--- src/rtl/zion_skid_pkg.sv ---
// Shared types and constants for the clear-capable skid buffer.

`ifndef ZION_SKID_PKG_SV
`define ZION_SKID_PKG_SV

// Instantiation wrapper: WIDTH follows the connected data signal.
`define ZION_CLR_SKID_BUF(iname, clk_s, rst_s, clr_s, ivld_s, ordy_s, idat_s, ovld_s, irdy_s, odat_s, ocnt_s) \
  zion_clr_skid_buf #(.WIDTH($bits(idat_s))) iname ( \
    .clk (clk_s),  \
    .rst (rst_s),  \
    .iClr(clr_s),  \
    .iVld(ivld_s), \
    .oRdy(ordy_s), \
    .iDat(idat_s), \
    .oVld(ovld_s), \
    .iRdy(irdy_s), \
    .oDat(odat_s), \
    .oCnt(ocnt_s)  \
  )

package zion_skid_pkg;

  // Entries the stage can hold (main + skid).
  localparam int unsigned SKID_DEPTH = 2;
  localparam int unsigned CNT_W      = 2;

  // Encoded as {skid valid, main valid}; 2'b10 cannot occur.
  typedef enum logic [1:0] {
    EMPTY = 2'b00,
    BUSY  = 2'b01,
    FULL  = 2'b11
  } skid_state_e;

  // Occupancy implied by a state: main valid plus skid valid.
  function automatic logic [CNT_W-1:0] skid_occupancy(input skid_state_e s);
    logic [CNT_W-1:0] occ;
    occ = CNT_W'(s[1]) + CNT_W'(s[0]);
    return occ;
  endfunction

endpackage

`endif

--- src/rtl/zion_clr_skid_buf.sv ---
// Two-entry valid/ready skid buffer with a synchronous flush. Both the
// forward path (oVld/oDat) and the backward path (oRdy) come from flops.

module zion_clr_skid_buf
  import zion_skid_pkg::*;
#(
  parameter int unsigned       WIDTH    = 8,
  parameter logic [WIDTH-1:0]  INI_DATA = '0
) (
  input  logic             clk,
  input  logic             rst,
  input  logic             iClr,
  input  logic             iVld,
  output logic             oRdy,
  input  logic [WIDTH-1:0] iDat,
  output logic             oVld,
  input  logic             iRdy,
  output logic [WIDTH-1:0] oDat,
  output logic [1:0]       oCnt
);

  // Elaboration-time width check.
  if (WIDTH < 32'd1) begin : g_width_chk
`ifdef CHECK_ERR_EXIT
    $fatal(1, "zion_clr_skid_buf: WIDTH must be >= 1");
`else
    $error("zion_clr_skid_buf: WIDTH must be >= 1");
`endif
  end

  skid_state_e      state_q, state_d;
  logic [WIDTH-1:0] mdat_q,  mdat_d;
  logic [WIDTH-1:0] sdat_q,  sdat_d;
  logic             rdy_q,   rdy_d;
  logic [1:0]       cnt_q,   cnt_d;

  logic acc;
  logic xfer;

  // Handshakes, evaluated against the registered outputs.
  always_comb begin
    acc  = iVld & rdy_q;
    xfer = state_q[0] & iRdy;
  end

  // Next-state and data-register update; clear overrides everything.
  always_comb begin
    state_d = state_q;
    mdat_d  = mdat_q;
    sdat_d  = sdat_q;

    unique case (state_q)
      EMPTY: begin
        if (acc) begin
          state_d = BUSY;
          mdat_d  = iDat;
        end
      end
      BUSY: begin
        if (acc && xfer) begin
          mdat_d = iDat;
        end else if (acc) begin
          state_d = FULL;
          sdat_d  = iDat;
        end else if (xfer) begin
          // Main register keeps the delivered value while empty.
          state_d = EMPTY;
        end
      end
      FULL: begin
        // oRdy is low here, so only the drain of the main entry matters.
        if (xfer) begin
          state_d = BUSY;
          mdat_d  = sdat_q;
        end
      end
      default: begin
        state_d = EMPTY;
      end
    endcase

    if (iClr) begin
      state_d = EMPTY;
      mdat_d  = INI_DATA;
      sdat_d  = INI_DATA;
    end

    // Ready and occupancy are registered copies of the next state.
    rdy_d = ~state_d[1];
    cnt_d = skid_occupancy(state_d);
  end

  // State, data and status registers; asynchronous reset.
  always_ff @(posedge clk or posedge rst) begin
    if (rst) begin
      state_q <= EMPTY;
      mdat_q  <= INI_DATA;
      sdat_q  <= INI_DATA;
      rdy_q   <= 1'b1;
      cnt_q   <= '0;
    end else begin
      state_q <= state_d;
      mdat_q  <= mdat_d;
      sdat_q  <= sdat_d;
      rdy_q   <= rdy_d;
      cnt_q   <= cnt_d;
    end
  end

  assign oVld = state_q[0];
  assign oRdy = rdy_q;
  assign oDat = mdat_q;
  assign oCnt = cnt_q;

`ifndef SYNTHESIS
  // The {skid valid, main valid} = 10 encoding must never be reached.
  a_no_state_10 : assert property (@(posedge clk) disable iff (rst)
    2'(state_q) != 2'b10);

  // Occupancy never exceeds the two storage entries.
  a_cnt_bound : assert property (@(posedge clk) disable iff (rst)
    oCnt <= 2'(SKID_DEPTH));

  // Registered ready always mirrors a free skid slot.
  a_rdy_match : assert property (@(posedge clk) disable iff (rst)
    oRdy == ~state_q[1]);

  // A stalled output beat is held stable until taken or flushed.
  a_out_hold : assert property (@(posedge clk) disable iff (rst)
    (oVld && !iRdy && !iClr) |=> (oVld && $stable(oDat)));
`endif

endmodule

--- config.mk ---
export PLATFORM = sky130hd
export DESIGN_NAME = zion_clr_skid_buf
export DESIGN_NICKNAME = d
export VERILOG_FILES = /design/src/rtl/zion_skid_pkg.sv /design/src/rtl/zion_clr_skid_buf.sv
export SDC_FILE = /design/constraint.sdc
export NUM_CORES = 1
export LEC_CHECK = 0
export ABC_AREA = 1
export BUFFER_PORTS_ARGS = -buffer_cell sky130_fd_sc_hd__buf_4
export CAP_MARGIN = 20
export CORE_ASPECT_RATIO = 0.7
export CORE_UTILIZATION = 35
export CTS_CLUSTER_DIAMETER = 30
export CTS_CLUSTER_SIZE = 28
export DETAILED_ROUTE_END_ITERATION = 8
export GPL_ROUTABILITY_DRIVEN = 0
export GPL_TIMING_DRIVEN = 0
export PLACE_DENSITY = 0.66
export REMOVE_ABC_BUFFERS = 1
export SYNTH_ARGS = -nofsm -noshare
export SYNTH_HDL_FRONTEND = slang
export SYNTH_SLANG_ARGS = --single-unit
--- constraint.sdc ---
create_clock -name clk -period 2.1 [get_ports clk]
set_clock_uncertainty 0.2 [all_clocks]
set_input_delay 0.21 -clock clk [delete_from_list [all_inputs] [get_ports clk]]
set_output_delay 0.21 -clock clk [all_outputs]
set_load 0.005 [all_outputs]
==> impl_metrics.yaml <==
worst_setup_path:
  slowest_stage: "dfrtp_1"
  crit_chain: "ha_2 > nand2_1 > nand2_1 > nand3_2 > nand3_4 > nand2_1 > o21ai_2"
  reg2reg_from: "state_q[0]"
  worstReg2RegEnd: "oDat[6]"
  cp_max_fo: 19
  end_kind: "flop"
  required_ps: 2090
  start_kind: "flop"
  r2r_slack_ps: 250
  ff2ff_path_depth: 7
  crit_top_cell: "nand2_1"
  critical_path_arrival_ps: 1830
  slowest_delay_ps: 460
  crit_type: "flop to flop"
grt:
  grt_use_total_pct: 14.2
  first_global_vias: 881
  antenna_found_initial: 0
  overflow: 0
  grt_first_pass_wirelength_um: 3880
  grt_start_max_net_pins: 22
placement:
  portBuffers: 24
  dp_hpwl_um: 1690
sta:
  hold_ws_ps: 7.57
  fin_crit_ps: 1850
  totalNegativeSetupSlack_ps: 0
  relSlewSlack_pct: 47.5
  setup_viol: 0
  tightest_slew_ps: 786
  rsz0062_at_grt: "false"
  finalHoldViolCount: 0
  max_freq_mhz: 541
  maxSlewViolCount: 0
  finalCritPeriodShare_pct: 88.0
clock_tree:
  cts.root.buffer_cell: "clkbuf_8"
  cts_buffer_depth: 2
  cts_tree: "built"
  cts_max_level: 1
  clk_latency_ps: 260
  cts_buffers: 3
  cts_num_sinks: 21
  path_clk_slew_ps: 70
synthesis:
  synth_cell_types: 21
  ys_seq_elements: 21
  synth.cell_area_um2: 1130
  synth.most_common_cell: "nand2_1"
  synth-edff-count: 0
  synthTopCellsByArea: "dfrtp_1, nand2_1, o21ai_2"
  ys_seq_area_share_pct: 46.6
  yosysTopAreaCellShare_pct: 44.2
  syn_inst: 130
  ys.flop_type: "dfrtp_1"
  synth_top_cell_by_area: "dfrtp_1"
  yosys-top-cells-count: "nand2_1, dfrtp_1, inv_1"
  async_flop_share_pct: 100
  yosysWarnings: 0
  avgSynthCellArea_um2: 8.70
floorplanning:
  core_area_um2: 2920
  die_area_um2: 3470
  die_y_um: 49.6
  die_w_um: 69.9
  ios: 25
  initial_utilization_pct: 38.7
  rows: 16
detailed_routing:
  wire_per_inst_um: 11.9
  drc: 0
  dr.first_iter.drc_count: 80
  viasPerCell: 4.76
  vias: 919
  routed_wl_um: 2300
  ant_nets: 0
  firstDrtPassIters: 5
run:
  cap_violations: 0
finish:
  fill_cells: 292
  fin_nets: 175
  seqCellArea_um2: 527
  drive_gt1_share_pct: 30.6
  diodes: 0
  synthToLayoutAreaGrowth_pct: 24.1
  multiInputGateArea_um2: 499
hold_path:
  hold_path_startpoint: "iDat[0]"
  whs_path_depth: 3
  holdPathEnd: "sdat_q[0]"
  min_path_type: "input pin to flop"
outcome:
  outcome: "finished, final reports clean"
power_and_ir_drop:
  power_leakage_uw: 0.000679
  power_density_nw_per_um2: 823
  irDropWorstVdd_v: 0.000370
## cells in the final DEF, fill, tap and decap left out
master	n
nand2_2	4
nor2_1	3
clkbuf_1	1
nand3_4	1
ha_1	3
dfstp_2	1
buf_4	24
dfrtp_1	20
clkbuf_8	3
ha_2	1
nand3_2	1
inv_2	3
o21ai_2	9
o211ai_1	8
dlygate4sd3_1	4
nand4_1	1
nand3_1	11
nand2_1	33
nor2_2	1
nand3b_1	1
o21ai_0	8
a21oi_1	1
inv_1	15
## layout make-up
class	instances	share of cell area, %
tap	36	3.21
inverter	18	4.81
sequential	21	37.5
multi-input combinational	86	35.6
timing repair buffer	28	15.7
clock buffer	4	3.21
## power by group
group          total (µW)  leakage (µW)  internal [µW]  switching, µW
Clock                 260     0.0000228            135            125
Combinational         383      0.000378            168            215
Sequential            512      0.000278            472           39.6
Total                1160      0.000679            775            380
## critical path: cells and delay by family, from the launching register on
kind	cells	cell delay, ps
AND/OR/NAND/NOR	5	600
flip-flops	1	460
adder cells (fa/ha/maj)	1	440
AO/OA/AOI/OAI	1	70
## state kept, by name (all words and copies together), names as in the netlist
name / count
oRdy: 1
state_q: 2
sdat_q: 8
oCnt: 2
oDat: 8
## layer usage
layer / wire length, µm / vias up / track usage, % / part of all wire, %
li1: - / 478 / - / -
met1: 1130 / 423 / 18.1 / 49
met2: 1050 / 18 / 24.0 / 45
met3: 122 / 0 / 5.52 / 5.3
met4: 0 / 0 / 1.00 / 0
met5: 0 / - / 0 / 0
## timing repair
action,4_1_cts,5_1_grt
resized for setup,0,1
setup buffers,0,0
hold buffers,4,0
endpoints found under the setup margin,0,9
endpoints found under the hold margin,23,0
## metrics by stage
step	setup WS, ps	area (µm²)	util (%)	cells	power, µW
final	252	1400	48.0	193	1160
after global routing	34.5	1400	48.0	193	1240
after CTS	11.9	1400	47.9	193	1170
after detailed placement	26.4	1320	45.0	185	901
after global placement	89.6	1320	45.0	185	890
after floorplan	347	1090	-	125	745
## worst max path at each step
stage          startpoint  slack, ps       to
2_1_floorplan  state_q[0]        350  oDat[0]
5_1_grt        state_q[0]         30  oDat[5]
3_3_place_gp   state_q[0]         90  oDat[4]
3_5_place_dp   state_q[0]         30  oDat[1]
6_report       state_q[0]        250  oDat[6]
4_1_cts        state_q[0]         10  oDat[1]
## kinds of logic (layout without fill, tap and decap cells)
group                      after synthesis  in the layout  share of synthesized area [%]
AOI/OAI and AO/OA                       26             26                           16.3
adders and majority gates                4              4                           4.42
buffers and inverters                   23             50                           9.51
DFF                                     21             21                           46.6
and+or+nand+nor                         56             56                           23.2
Power figures use the tool's default switching activity.
